$ cat src/rtl/vga_pattern_gen_if.sv
// rtl/vga_pattern_gen_if.sv - timing/pattern inputs and RGB/sync outputs of the pattern generator
//
// Purpose: bundles the aligned sync/counter stream coming from the
// sync-to-count stage together with the registered RGB/sync outputs.
//   master : upstream/observer side, drives i_* and reads o_*
//   slave  : pattern generator side, reads i_* and drives o_*
// Signals:
//   i_HSync, i_VSync         syncs aligned with the counters
//   i_Col_Count, i_Row_Count current pixel position (10 bits)
//   i_Pattern                pattern select, used at frame start only
//   o_HSync, o_VSync         syncs delayed to line up with RGB
//   o_Red, o_Grn, o_Blu      3-bit colour levels
interface vga_pattern_gen_if;
  logic       i_HSync;
  logic       i_VSync;
  logic [9:0] i_Col_Count;
  logic [9:0] i_Row_Count;
  logic [2:0] i_Pattern;
  logic       o_HSync;
  logic       o_VSync;
  logic [2:0] o_Red;
  logic [2:0] o_Grn;
  logic [2:0] o_Blu;

  modport master (
    output i_HSync, i_VSync, i_Col_Count, i_Row_Count, i_Pattern,
    input  o_HSync, o_VSync, o_Red, o_Grn, o_Blu
  );

  modport slave (
    input  i_HSync, i_VSync, i_Col_Count, i_Row_Count, i_Pattern,
    output o_HSync, o_VSync, o_Red, o_Grn, o_Blu
  );
endinterface

$ cat src/rtl/vga_pattern_gen.sv
// rtl/vga_pattern_gen.sv - VGA test pattern generator with registered RGB and delayed syncs
//
// Purpose: turns column/row counters into 3-bit-per-channel RGB test
// patterns, forced black outside the visible area, with syncs delayed one
// clock so they stay aligned with the registered colour.
// Ports:
//   i_Clk  pixel clock
//   i_Rst  synchronous reset, active-high
//   vga    slave side of vga_pattern_gen_if (counters/syncs/pattern in,
//          RGB/syncs out)
// Patterns: 0 black, 1 white, 2 checker, 3 colour bars, 4 moving bar,
//           5 red border, 6/7 black.
module vga_pattern_gen #(
  parameter int ACTIVE_COLS = 640,
  parameter int ACTIVE_ROWS = 480,
  parameter int CHECK_SHIFT = 5,
  parameter int BAR_WIDTH   = 16,
  parameter int BAR_STEP    = 4,
  parameter int BORDER_W    = 4
) (
  input logic              i_Clk,
  input logic              i_Rst,
  vga_pattern_gen_if.slave vga
);

  localparam int          BAR_COLS   = ACTIVE_COLS / 8;
  localparam logic [10:0] COLS_W     = 11'(ACTIVE_COLS);
  localparam logic [10:0] ROWS_W     = 11'(ACTIVE_ROWS);
  localparam logic [10:0] BORDER_WW  = 11'(BORDER_W);
  localparam logic [10:0] BAR_WIDTHW = 11'(BAR_WIDTH);
  localparam logic [10:0] BAR_STEPW  = 11'(BAR_STEP);
  localparam logic [9:0]  BAR_LAST   = 10'(BAR_COLS - 1);

  logic [10:0] col_w;
  logic [10:0] row_w;
  logic        active;
  logic        frame_start;

  logic [2:0]  pattern_q, pattern_d;
  logic [9:0]  bar_pos_q, bar_pos_d;
  logic [10:0] bar_sum;
  logic [10:0] bar_lo;
  logic [10:0] bar_hi;
  logic        in_bar;
  logic        in_border;

  logic [9:0]  bar_cnt_q, bar_cnt_d, bar_cnt_cur;
  logic [2:0]  bar_idx_q, bar_idx_d, bar_idx_cur;

  logic [8:0]  rgb_d, rgb_q;
  logic        hsync_q, vsync_q;

  assign col_w = {1'b0, vga.i_Col_Count};
  assign row_w = {1'b0, vga.i_Row_Count};

  always_comb begin
    frame_start = (vga.i_Col_Count == 10'd0) && (vga.i_Row_Count == 10'd0);
    active      = (col_w < COLS_W) && (row_w < ROWS_W);

    // Pattern and bar position update at (0,0) and already apply to that
    // pixel, so the "current" values are simply the next-state values.
    pattern_d = pattern_q;
    bar_pos_d = bar_pos_q;
    bar_sum   = {1'b0, bar_pos_q} + BAR_STEPW;
    if (frame_start) begin
      pattern_d = vga.i_Pattern;
      bar_pos_d = (bar_sum >= COLS_W) ? 10'(bar_sum - COLS_W) : 10'(bar_sum);
    end

    // 11-bit window so bar_pos + BAR_WIDTH never wraps; pixels past the
    // visible edge are removed by the blanking below.
    bar_lo = {1'b0, bar_pos_d};
    bar_hi = bar_lo + BAR_WIDTHW;
    in_bar = (col_w >= bar_lo) && (col_w < bar_hi);

    in_border = (col_w < BORDER_WW) || (col_w >= COLS_W - BORDER_WW) ||
                (row_w < BORDER_WW) || (row_w >= ROWS_W - BORDER_WW);

    // Colour-bar index tracked by counting pixels along the line instead of
    // dividing the column; col 0 restarts both counters for this pixel.
    bar_cnt_cur = (vga.i_Col_Count == 10'd0) ? 10'd0 : bar_cnt_q;
    bar_idx_cur = (vga.i_Col_Count == 10'd0) ? 3'd0  : bar_idx_q;
    bar_cnt_d   = bar_cnt_cur + 10'd1;
    bar_idx_d   = bar_idx_cur;
    if (bar_cnt_cur == BAR_LAST) begin
      bar_cnt_d = 10'd0;
      if (bar_idx_cur != 3'd7) begin
        bar_idx_d = bar_idx_cur + 3'd1;
      end
    end

    rgb_d = 9'o000;
    if (active) begin
      case (pattern_d)
        3'd1: rgb_d = 9'o777;
        3'd2: rgb_d = (vga.i_Col_Count[CHECK_SHIFT] ^ vga.i_Row_Count[CHECK_SHIFT])
                      ? 9'o777 : 9'o000;
        3'd3: begin
          case (bar_idx_cur)
            3'd0:    rgb_d = 9'o777;
            3'd1:    rgb_d = 9'o770;
            3'd2:    rgb_d = 9'o077;
            3'd3:    rgb_d = 9'o070;
            3'd4:    rgb_d = 9'o707;
            3'd5:    rgb_d = 9'o700;
            3'd6:    rgb_d = 9'o007;
            default: rgb_d = 9'o000;
          endcase
        end
        3'd4:    rgb_d = in_bar ? 9'o777 : 9'o007;
        3'd5:    rgb_d = in_border ? 9'o700 : 9'o000;
        default: rgb_d = 9'o000;
      endcase
    end
  end

  always_ff @(posedge i_Clk) begin
    if (i_Rst) begin
      pattern_q <= 3'd0;
      bar_pos_q <= 10'd0;
      bar_cnt_q <= 10'd0;
      bar_idx_q <= 3'd0;
      rgb_q     <= 9'o000;
      hsync_q   <= 1'b0;
      vsync_q   <= 1'b0;
    end else begin
      pattern_q <= pattern_d;
      bar_pos_q <= bar_pos_d;
      bar_cnt_q <= bar_cnt_d;
      bar_idx_q <= bar_idx_d;
      rgb_q     <= rgb_d;
      hsync_q   <= vga.i_HSync;
      vsync_q   <= vga.i_VSync;
    end
  end

  assign vga.o_Red   = rgb_q[8:6];
  assign vga.o_Grn   = rgb_q[5:3];
  assign vga.o_Blu   = rgb_q[2:0];
  assign vga.o_HSync = hsync_q;
  assign vga.o_VSync = vsync_q;

endmodule
$ cat src/flat_wrapper.sv
// flat-port wrapper written by rule: the top's interface ports become plain ports
module vga_pattern_gen_flat 
#(
  parameter int ACTIVE_COLS = 640,
  parameter int ACTIVE_ROWS = 480,
  parameter int CHECK_SHIFT = 5,
  parameter int BAR_WIDTH   = 16,
  parameter int BAR_STEP    = 4,
  parameter int BORDER_W    = 4
)
  (i_Clk, i_Rst, vga_i_HSync, vga_i_VSync, vga_i_Col_Count, vga_i_Row_Count, vga_i_Pattern, vga_o_HSync, vga_o_VSync, vga_o_Red, vga_o_Grn, vga_o_Blu);
  vga_pattern_gen_if vga_i ();
  input logic i_Clk;
  input logic i_Rst;
  input wire logic [$bits(vga_i.i_HSync)-1:0] vga_i_HSync;
  input wire logic [$bits(vga_i.i_VSync)-1:0] vga_i_VSync;
  input wire logic [$bits(vga_i.i_Col_Count)-1:0] vga_i_Col_Count;
  input wire logic [$bits(vga_i.i_Row_Count)-1:0] vga_i_Row_Count;
  input wire logic [$bits(vga_i.i_Pattern)-1:0] vga_i_Pattern;
  output wire logic [$bits(vga_i.o_HSync)-1:0] vga_o_HSync;
  output wire logic [$bits(vga_i.o_VSync)-1:0] vga_o_VSync;
  output wire logic [$bits(vga_i.o_Red)-1:0] vga_o_Red;
  output wire logic [$bits(vga_i.o_Grn)-1:0] vga_o_Grn;
  output wire logic [$bits(vga_i.o_Blu)-1:0] vga_o_Blu;
  assign vga_i.i_HSync = vga_i_HSync;
  assign vga_i.i_VSync = vga_i_VSync;
  assign vga_i.i_Col_Count = vga_i_Col_Count;
  assign vga_i.i_Row_Count = vga_i_Row_Count;
  assign vga_i.i_Pattern = vga_i_Pattern;
  assign vga_o_HSync = vga_i.o_HSync;
  assign vga_o_VSync = vga_i.o_VSync;
  assign vga_o_Red = vga_i.o_Red;
  assign vga_o_Grn = vga_i.o_Grn;
  assign vga_o_Blu = vga_i.o_Blu;
  vga_pattern_gen #(.ACTIVE_COLS(ACTIVE_COLS), .ACTIVE_ROWS(ACTIVE_ROWS), .CHECK_SHIFT(CHECK_SHIFT), .BAR_WIDTH(BAR_WIDTH), .BAR_STEP(BAR_STEP), .BORDER_W(BORDER_W)) u_core (.i_Clk(i_Clk), .i_Rst(i_Rst), .vga(vga_i));
endmodule
$ cat config.mk
export PLATFORM = sky130hd
export DESIGN_NAME = vga_pattern_gen_flat
export DESIGN_NICKNAME = d
export VERILOG_FILES = /design/src/rtl/vga_pattern_gen_if.sv /design/src/rtl/vga_pattern_gen.sv /design/src/flat_wrapper.sv
export SDC_FILE = /design/constraint.sdc
export NUM_CORES = 1
export LEC_CHECK = 0
export CELL_PAD_IN_SITES_DETAIL_PLACEMENT = 0
export CELL_PAD_IN_SITES_GLOBAL_PLACEMENT = 2
export CORE_UTILIZATION = 25
export CTS_BUF_LIST = sky130_fd_sc_hd__clkbuf_16
export DETAILED_ROUTE_END_ITERATION = 16
export GPL_TIMING_DRIVEN = 0
export HOLD_SLACK_MARGIN = 0.05
export PLACE_DENSITY_LB_ADDON = 0.1
export SLEW_MARGIN = 25
export SYNTH_ARGS = -nofsm -noshare
export SYNTH_HDL_FRONTEND = slang
export SYNTH_SLANG_ARGS = --single-unit
$ cat constraint.sdc
create_clock -name i_Clk -period 4.15 [get_ports i_Clk]
set_clock_uncertainty 0.2 [all_clocks]
set_input_delay 0.83 -clock i_Clk [delete_from_list [all_inputs] [get_ports i_Clk]]
set_output_delay 0.83 -clock i_Clk [all_outputs]
set_load 0.05 [all_outputs]
Word level (Yosys, flattened, before mapping)
Cells that the tools add are included.
- bits in registers: 37
- output and inout port bits: 11
- logic and storage cells: 59
- add/subtract/negate cells: 5
- order comparisons: 9
- equality and inequality tests: 13
- multiplexer cells: 12
- bitwise operators: 2
- reductions and logical operators: 11
- operator list (operator ; number):
    $pmux W9 S7 ; 1
    $pmux W9 S5 ; 1
    $mux W10 ; 3
    $mux W9 ; 3
    $logic_not A10 Y1 ; 2
    $lt A10 B3 Y1 const B ; 2
    $eq A3 B3 Y1 const B ; 5
    $eq A3 B2 Y1 const B ; 4
    $mux W3 ; 4
    $add A10 B3 Y11 const B ; 1
    $add A10 B5 Y11 const B ; 1
    $ge A11 B10 Y1 const B ; 1
    $lt A10 B11 Y1 ; 1
    $add A10 B1 Y10 const B ; 1
    $eq A10 B7 Y1 const B ; 1
    $ge A10 B10 Y1 ; 1
    $ge A10 B10 Y1 const B ; 1
    $ge A10 B9 Y1 const B ; 1
    $lt A10 B10 Y1 const B ; 1
    $lt A10 B9 Y1 const B ; 1
    $sub A10 B10 Y10 const B ; 1
    $eq A3 B1 Y1 const B ; 2
    $reduce_or A2 Y1 ; 2
    $add A3 B1 Y3 const B ; 1
    6 further kinds ; 10

Depth between registers and ports, before layout
Gate-level depths: netlist of run 1.
- depth after elaboration: 9
- mapped depth: 15

Worst setup path before layout of run 1
OpenSTA, ideal clock, no wires.
- path type: input-to-reg
- start point: input port vga_i_Col_Count[3]
- end point: register u_core.rgb_q[7]
- arrival time: 3.212 ns
- data required time: 3.827 ns
- path slack: 0.615 ns
- cell stages on the path: 13
- path through: nor4_4 > and3_2 > nand2_4 > nor2_4 > xnor2_1 > ha_1 > a21o_1 > a21oi_1 > o21ai_0 > a31o_2 > a21o_1 > o2111ai_1 > o2bb2ai_1
- word-level cells in the longest chain between the ends: 8
- elaborated cells on any way between the ends: 34
- classes of those cells: add/sub: 1; order compare: 5; eq/ne: 11; mux: 7; bitwise: 1; reduce/logical: 9
- ends and longest elaborated chain (item ; RTL line ; source):
    start: declaration ; flat_wrapper.sv:17 ; input wire logic [$bits(vga_i.i_Col_Count)-1:0] vga_i_Col_Count;
    $logic_not A10 Y1 ; vga_pattern_gen.sv:57, vga_pattern_gen.sv:82 ;
    $logic_and A1 B1 Y1 ; vga_pattern_gen.sv:57 ; frame_start = (vga.i_Col_Count == 10'd0) && (vga.i_Row_Count == 10'd0);
    $mux W10 ; vga_pattern_gen.sv:65 ; if (frame_start) begin
    $add A10 B5 Y11 ; vga_pattern_gen.sv:73 ; bar_hi = bar_lo + BAR_WIDTHW;
    $lt A10 B11 Y1 ; vga_pattern_gen.sv:74 ; in_bar = (col_w >= bar_lo) && (col_w < bar_hi);
    $logic_and A1 B1 Y1 ; vga_pattern_gen.sv:74 ;
    $mux W9 ; vga_pattern_gen.sv:110 ; 3'd4: rgb_d = in_bar ? 9'o777 : 9'o007;
    $pmux W9 S5 ; vga_pattern_gen.sv:94 ; case (pattern_d)
    end signal: assignment ; vga_pattern_gen.sv:131 ; rgb_q <= rgb_d;
    end: declaration ; vga_pattern_gen.sv:50 ; logic [8:0] rgb_d, rgb_q;
Parallel ways exist; a longest one is shown, timed or not.
A chain may end at the register's enable or synchronous reset.

Worst setup path after layout of run 1
- start point: input port vga_i_Col_Count[2]
- end point: register u_core.rgb_q[5]
Same word-level chain as after synthesis.

==> summary.md, run 1 <==
| Metric | Value |
|---|---|
| Die Span Y | `94.8 µm` |
| Vias per cell | `4.71` |
| Fmax | `252 MHz` |
| Final HPWL DP | `4.28 mm` |
| # setup viols final | `0` |
| Routed Antenna Nets | `0` |
| Max VDD drop | `0.000197 V` |
| Max transition margin | `50.4%` |
| CP Launch Type | `input pin` |
| CP max-delay cell | `clkdlybuf4s50_1` |
| Max-slew violation count | `0` |
| Root Buffer | `clkbuf_16` |
| R2R depth | `13` |
| Crit path DAT | `3.91 ns` |
| IO Pins | `38` |
| First-pass GRT wire length | `9.11 mm` |
| Leakage power | `0.00123 µW` |
| Drt wl/cell | `13.8 µm` |
| 1st-iter DRT viols | `54` |
| Layout area overhead | `39.9%` |
| Largest stage delay on the critical path | `0.48 ns` |
| Fraction of layout cells with a size suffix above 1 | `20.8%` |
| Met3 routed WL | `82 µm` |
| Final #Nets | `342` |
| GRT Total Usage | `13.4%` |
| Hold Vio Cnt, Final | `0` |
| R2r setup slk | `1.00 ns` |
| Rows | `33` |
| Crit path depth | `14` |
| Unrepaired setup endpoints after global routing | `no` |
| Initial Util | `26.1%` |
| Status | `finished clean` |
| Clk sink count | `29` |
| Pre-CTS setup slack | `-0.603 ns` |
| Cts hold-fix bufs | `0` |
| Critical Path Fanout Max | `5` |
| Worst slew pin tran | `0.742 ns` |
| Syn_nets | `284` |
| Worst reg2reg path endpoint | `u_core.rgb_q[5]$_SDFF_PP0_` |
| Post-Synthesis Cells | `239` |
| H-tree level count | `2` |
| Max_cap viols | `0` |
| WL met1 | `2.85 mm` |
| Hold crit path type | `flop to flop` |
| Cell area power density | `238 nW/µm²` |
| Fin crit share | `95.5%` |
| Vias in the first global route | `1800` |
| Delay-heaviest family, CP | `compound AO/OA/AOI/OAI gates` |
| Yosys reg bits | `29` |
| Syn avg cell area | `9.01 µm²` |
| Count of cell types in the netlist | `60` |
| Crit path capture type | `flop` |
| CP Class | `input pin to flop` |
| Core Region | `8260 µm²` |
| Drt drc | `0` |
| Min Tclk post-route | `3.96 ns` |
| CTS clk-pin slew, worst paths | `0.05 ns` |
| FILL cells | `866` |
| Later-pin clock latency in the skew report | `0.27 ns` |
| Met2 WL | `2.60 mm` |
| Antenna violations before repair | `0` |
| Cell area after synthesis | `2150 µm²` |
| Critical path origin | `vga_i_Col_Count[2]` |
| Die W | `94.8 µm` |
| CP required | `4.10 ns` |
| Most frequent cells in the layout | `32 x nor2_1, 30 x clkdlybuf4s50_1, 29 x dfxtp_1, 18 x buf_4, 17 x ha_1` |
| Capture point of the worst path | `u_core.rgb_q[5]$_SDFF_PP0_` |
| CTS tree | `yes` |
| Most common cell after layout, fill and taps aside | `nor2_1` |
| Full die area | `8990 µm²` |
| Post-synthesis sequential area ratio | `26.9%` |
| Routed vias | `1898` |
| Primary FF master, synth | `dfxtp_1` |
| Detailed Route WL | `5.58 mm` |
| Setup WS post-layout | `0.189 ns` |
| Cts bufs inserted | `5` |
| Yosys warnings | `0` |
| Crit path cell chain | `clkdlybuf4s50_1, nor4_4, nand3_4, buf_12, a211o_1, a221o_2, buf_4, xnor2_1, ha_1, o21ai_0, a21o_1, a21oi_1, o32a_1, o2bb2ai_2` |
| Largest net degree at the start of global routing | `11` |
| Async SR Flop Fraction | `0%` |
| Reg2reg start | `u_core.bar_pos_q[2]$_SDFF_PP0_` |
| DR top layer | `met4` |
| First-pass DRT Iterations | `4` |
| Clock buffer depth | `2` |
| N_diodes | `0` |
| Placer Congestion | `0.680` |
| IO buf count | `37` |
| WP buf/inv | `3` |
| Final hold slack | `0.331 ns` |
| Total grt overflow | `0` |
| EDFF count, synth | `0` |
## sequential cells by signal (all words and copies together), names as in the netlist
register            count
u_core.vga.o_VSync      1
u_core.pattern_q        3
u_core.bar_pos_q        8
u_core.bar_cnt_q       10
u_core.bar_idx_q        3
u_core.rgb_q            3
u_core.vga.o_HSync      1
## logic make-up after synthesis
group | after synthesis | share of synthesized area, %
multiplexers | 7 | 3.31
AO/OA/AOI/OAI | 45 | 16.4
adder cells (fa/ha/maj) | 18 | 10.5
XOR/XNOR | 18 | 7.32
buffers and inverters | 19 | 5.57
AND/OR/NAND/NOR | 103 | 30.0
flip-flops | 29 | 26.9
## how the worst min path moves through the flow
stage,from,endpoint,slack [ns],depth (start not counted)
3_5_place_dp,u_core.bar_cnt_q[6]$_SDFF_PP0_,u_core.bar_cnt_q[6]$_SDFF_PP0_,0.33,2
5_1_grt,u_core.bar_cnt_q[9]$_SDFF_PP0_,u_core.bar_cnt_q[9]$_SDFF_PP0_,0.38,2
4_1_cts,u_core.bar_cnt_q[9]$_SDFF_PP0_,u_core.bar_cnt_q[9]$_SDFF_PP0_,0.34,2
2_1_floorplan,u_core.bar_cnt_q[9]$_SDFF_PP0_,u_core.bar_cnt_q[9]$_SDFF_PP0_,0.28,2
3_3_place_gp,u_core.bar_cnt_q[9]$_SDFF_PP0_,u_core.bar_cnt_q[9]$_SDFF_PP0_,0.32,2
6_report,u_core.bar_cnt_q[9]$_SDFF_PP0_,u_core.bar_cnt_q[9]$_SDFF_PP0_,0.33,2
## tightest hold or removal path, cell delays in order (launching register included)
cell	delay (ns)
dfxtp_1	0.34
xor2_1	0.07
nor2_1	0.08
## layout make-up
cell class	instances	area, µm²	share of cell area [%]
inverter	7	26.3	0.872
buffer	12	93.8	3.11
sequential	29	581	19.3
tap	105	131	4.36
timing repair buffer	51	518	17.2
clock buffer	5	125	4.15
multi-input combinational	191	1530	50.6
clock inverter	3	12.5	0.415
## cell usage after synthesis (5+ instances only)
| library cell | instances | area share, % |
|---|---|---|
| a21oi_1 | 7 | 1.6 |
| and2_1 | 5 | 1.5 |
| buf_4 | 6 | 2.1 |
| dfxtp_1 | 29 | 27 |
| ha_1 | 18 | 10 |
| inv_1 | 7 | 1.2 |
| mux2i_1 | 6 | 2.8 |
| nand2_1 | 14 | 2.4 |
| nand3_1 | 8 | 1.9 |
| nor2_1 | 32 | 5.6 |
| nor2b_1 | 6 | 1.7 |
| nor3_1 | 5 | 1.2 |
| o21ai_0 | 7 | 1.6 |
| xnor2_1 | 9 | 3.7 |
| xor2_1 | 9 | 3.7 |
## repair_timing
item,4_1_cts,5_1_grt
pin swaps,5,8
gates resized for setup,7,12
cloned,0,0
buffers inserted,7,7
endpoints found under the setup margin,2,2
## through the flow
| stage | std cells | total power (µW) | TNS [ns] | area [µm²] | util [%] |
|---|---|---|---|---|---|
| 5_1_grt | 403 | 755 | 0 | 3010 | 36.5 |
| 3_5_place_dp | 381 | 387 | -1.14 | 2660 | 32.2 |
| 4_1_cts | 396 | 723 | 0 | 2920 | 35.4 |
| 6_report | 403 | 716 | 0 | 3010 | 36.5 |
| 2_1_floorplan | 239 | 337 | 0 | 2150 | - |
| 3_3_place_gp | 381 | 388 | -1.40 | 2660 | 32.2 |
## per-layer routing
layer	vias to the layer above	GRT usage, %
met5	-	0
met4	0	3.41
met3	4	2.42
met2	10	21.6
met1	909	18.3
li1	975	-
## power breakdown
| part | switching [µW] | leakage (µW) | internal (µW) |
|---|---|---|---|
| clock network | 113 | 0.0000687 | 215 |
| logic | 49.7 | 0.000929 | 52.6 |
| registers | 1.59 | 0.000235 | 284 |
No activity file was read; power rests on OpenSTA's default activity.
==> run 2, diff against run 1 <==
--- a/config.mk
+++ b/config.mk
@@ -6,6 +6,6 @@
 export NUM_CORES = 1
 export LEC_CHECK = 0
-export CELL_PAD_IN_SITES_DETAIL_PLACEMENT = 0
-export CELL_PAD_IN_SITES_GLOBAL_PLACEMENT = 2
+export CELL_PAD_IN_SITES_DETAIL_PLACEMENT = 1
+export CELL_PAD_IN_SITES_GLOBAL_PLACEMENT = 1
 export CORE_UTILIZATION = 25
 export CTS_BUF_LIST = sky130_fd_sc_hd__clkbuf_16
==> constraint.sdc (replaced) <==
create_clock -name i_Clk -period 4.15 [get_ports i_Clk]
set_clock_uncertainty 0.2 [all_clocks]
set_input_delay 0.415 -clock i_Clk [delete_from_list [all_inputs] [get_ports i_Clk]]
set_output_delay 0.415 -clock i_Clk [all_outputs]
set_load 0.005 [all_outputs]
==> summary.md, run 2 (synthesis results as in run 1) <==
| Metric | Value |
|---|---|
| Die Span Y | `94.8 µm (unchanged)` |
| First-pass DRT Iterations | `4 (unchanged)` |
| # setup viols final | `0 (unchanged)` |
| H-tree level count | `2 (unchanged)` |
| Largest net degree at the start of global routing | `11 (unchanged)` |
| Fin crit share | `92.3% (-3.1 points)` |
| Status | `finished clean` |
| Max_cap viols | `0 (unchanged)` |
| CP required | `4.11 ns (about the same)` |
| CP max-delay cell | `clkdlybuf4s50_1` |
| CP Class | `input pin to flop` |
| First-pass GRT wire length | `9.94 mm (+9.2%)` |
| Crit path cell chain | `clkdlybuf4s50_1, nor4_4, and3_2, nand2_4, nor2_4, xnor2_1, inv_1, ha_1, xor2_1, ha_1, o21ai_0, a21o_1, a21oi_1, o32a_1, o2bb2ai_1` |
| Rows | `33 (unchanged)` |
| Fraction of layout cells with a size suffix above 1 | `15.7% (-5.1 points)` |
| Crit path capture type | `flop` |
| Clock buffer depth | `2 (unchanged)` |
| Most used cell, CP | `ha_1` |
| Hold crit path type | `flop to flop` |
| Worst slew pin tran | `0.870 ns (+0.128 ns)` |
| Detailed Route WL | `5.85 mm (+4.9%)` |
| Crit path DAT | `3.79 ns (-0.12 ns)` |
| Max-slew violation count | `0 (unchanged)` |
| Full die area | `8990 µm² (unchanged)` |
| Largest stage delay on the critical path | `0.57 ns (+0.09 ns)` |
| Clk sink count | `29 (unchanged)` |
| Final HPWL DP | `4.64 mm (+8.5%)` |
| Antenna violations before repair | `0 (unchanged)` |
| Post-layout util | `34.4% (-2.1 points)` |
| Top reg by flops | `u_core.bar_cnt_q` |
| N_diodes | `0 (unchanged)` |
| Drt wl/cell | `14.9 µm (+7.9%)` |
| Critical Path Fanout Max | `8 (+3)` |
| Most frequent cells in the layout | `37 x clkdlybuf4s50_1, 32 x nor2_1, 29 x dfxtp_1, 18 x ha_1, 14 x nand2_1` |
| WP buf/inv | `2 (-1)` |
| Routed Antenna Nets | `0 (unchanged)` |
| Routed vias | `1890 (-0.42%)` |
| Cts bufs inserted | `5 (unchanged)` |
| Fmax | `261 MHz (+3.4%)` |
| CP Launch Type | `input pin` |
| Min Tclk post-route | `3.83 ns (-0.129 ns)` |
| Die W | `94.8 µm (unchanged)` |
| GRT Total Usage | `14.6% (+1.1 points)` |
| Root Buffer | `clkbuf_16` |
| Cts hold-fix bufs | `0 (unchanged)` |
| Cell Area, Placed | `2660 µm² (unchanged)` |
| Hold Vio Cnt, Final | `0 (unchanged)` |
| Unrepaired setup endpoints after global routing | `no` |
| IO Pins | `38 (unchanged)` |
| Most common cell after layout, fill and taps aside | `clkdlybuf4s50_1` |
| Vias in the first global route | `1905 (+5.8%)` |
| Final #Nets | `331 (-3.2%)` |
| Fin area | `2840 µm² (-5.8%)` |
| Drt drc | `0 (unchanged)` |
| Total grt overflow | `0 (unchanged)` |
| Later-pin clock latency in the skew report | `0.28 ns (about the same)` |
| Initial Util | `26.1% (unchanged)` |
| Core Region | `8260 µm² (unchanged)` |
| Max transition margin | `40.5% (-9.9 points)` |
| CTS clk-pin slew, worst paths | `0.05 ns (about the same)` |
| Max reg flops | `10 (unchanged)` |
| Biggest regs | `u_core.bar_cnt_q x10, u_core.bar_pos_q x8` |
| Final setup TNS | `0 ns (unchanged)` |
| Max VDD drop | `0.000139 V (-29%)` |
| Vias per cell | `4.82 (+2.4%)` |
| Placer Congestion | `0.698 (+2.7%)` |
| Cell area power density | `253 nW/µm² (+6.5%)` |
| Final hold slack | `0.334 ns (+0.00338 ns)` |
| Layout area overhead | `31.8%` |
| IO buf count | `37 (unchanged)` |
| CTS tree | `yes` |
| Leakage power | `0.00110 µW (-10%)` |
| Delay-heaviest family, CP | `simple AND/OR/NAND/NOR gates` |
| 1st-iter DRT viols | `34 (-37%)` |
run 2: path summary, 6_finish.rpt:
kind                                                     start                             end  slack (ns)  depth (start not counted)
worst max-delay path                        vga_i_Col_Count[7]      u_core.rgb_q[5]$_SDFF_PP0_        0.32                         15
worst min-delay path            u_core.bar_cnt_q[9]$_SDFF_PP0_  u_core.bar_cnt_q[9]$_SDFF_PP0_        0.33                          2
worst max register to register  u_core.bar_pos_q[2]$_SDFF_PP0_      u_core.rgb_q[5]$_SDFF_PP0_        0.81                         13
worst min register to register  u_core.bar_cnt_q[9]$_SDFF_PP0_  u_core.bar_cnt_q[9]$_SDFF_PP0_        0.33                          2
run 2: timing repair:
action,4_1_cts,5_1_grt
endpoints found under the setup margin,0,2
endpoints found under the hold margin,0,0
resized for setup,0,3
buffers inserted,0,3
run 2: area by class of cell:
class / instances / area [µm²]
Inverter: 7 / 26.3
Tap cell: 105 / 131
Buffer: 12 / 93.8
Clock buffer: 5 / 125
Sequential cell: 29 / 581
Timing Repair Buffer: 40 / 393
Multi-Input combinational cell: 191 / 1480
Fill cell: 967 / 5420
Clock inverter: 3 / 12.5
run 2: power breakdown:
part	internal (µW)	switching [µW]	total (µW)
sequential	284	1.67	285
combinational	48.1	46.6	94.7
clock	216	123	339
total	548	171	718
run 2: worst register-to-register path, stage by stage, from the launching register on:
cell       delay [ns]
dfxtp_1          0.42
ha_1             0.22
nand3_1          0.16
a2111oi_0        0.50
a21o_1           0.15
a31oi_2          0.15
nand2b_1         0.19
nor4_1           0.23
xor2_1           0.12
ha_1             0.30
o21ai_0          0.09
a21oi_1          0.14
o32a_1           0.25
o2bb2ai_1        0.10
run 2: layer usage:
layer	vias up	global-route usage (%)	routed length, µm
met5	-	0	0
met4	0	5.30	91
met3	8	2.66	111
met2	17	21.8	2590
met1	902	20.6	3050
li1	963	-	-
run 2: per-stage QoR:
stage / power [µW] / instances / setup slack (ns)
floorplan: 334 / 239 / 1.03
global placement: 385 / 381 / -0.100
detailed placement: 385 / 381 / -0.145
CTS: 730 / 389 / 0.124
global route: 755 / 392 / 0.00295
finish: 718 / 392 / 0.318
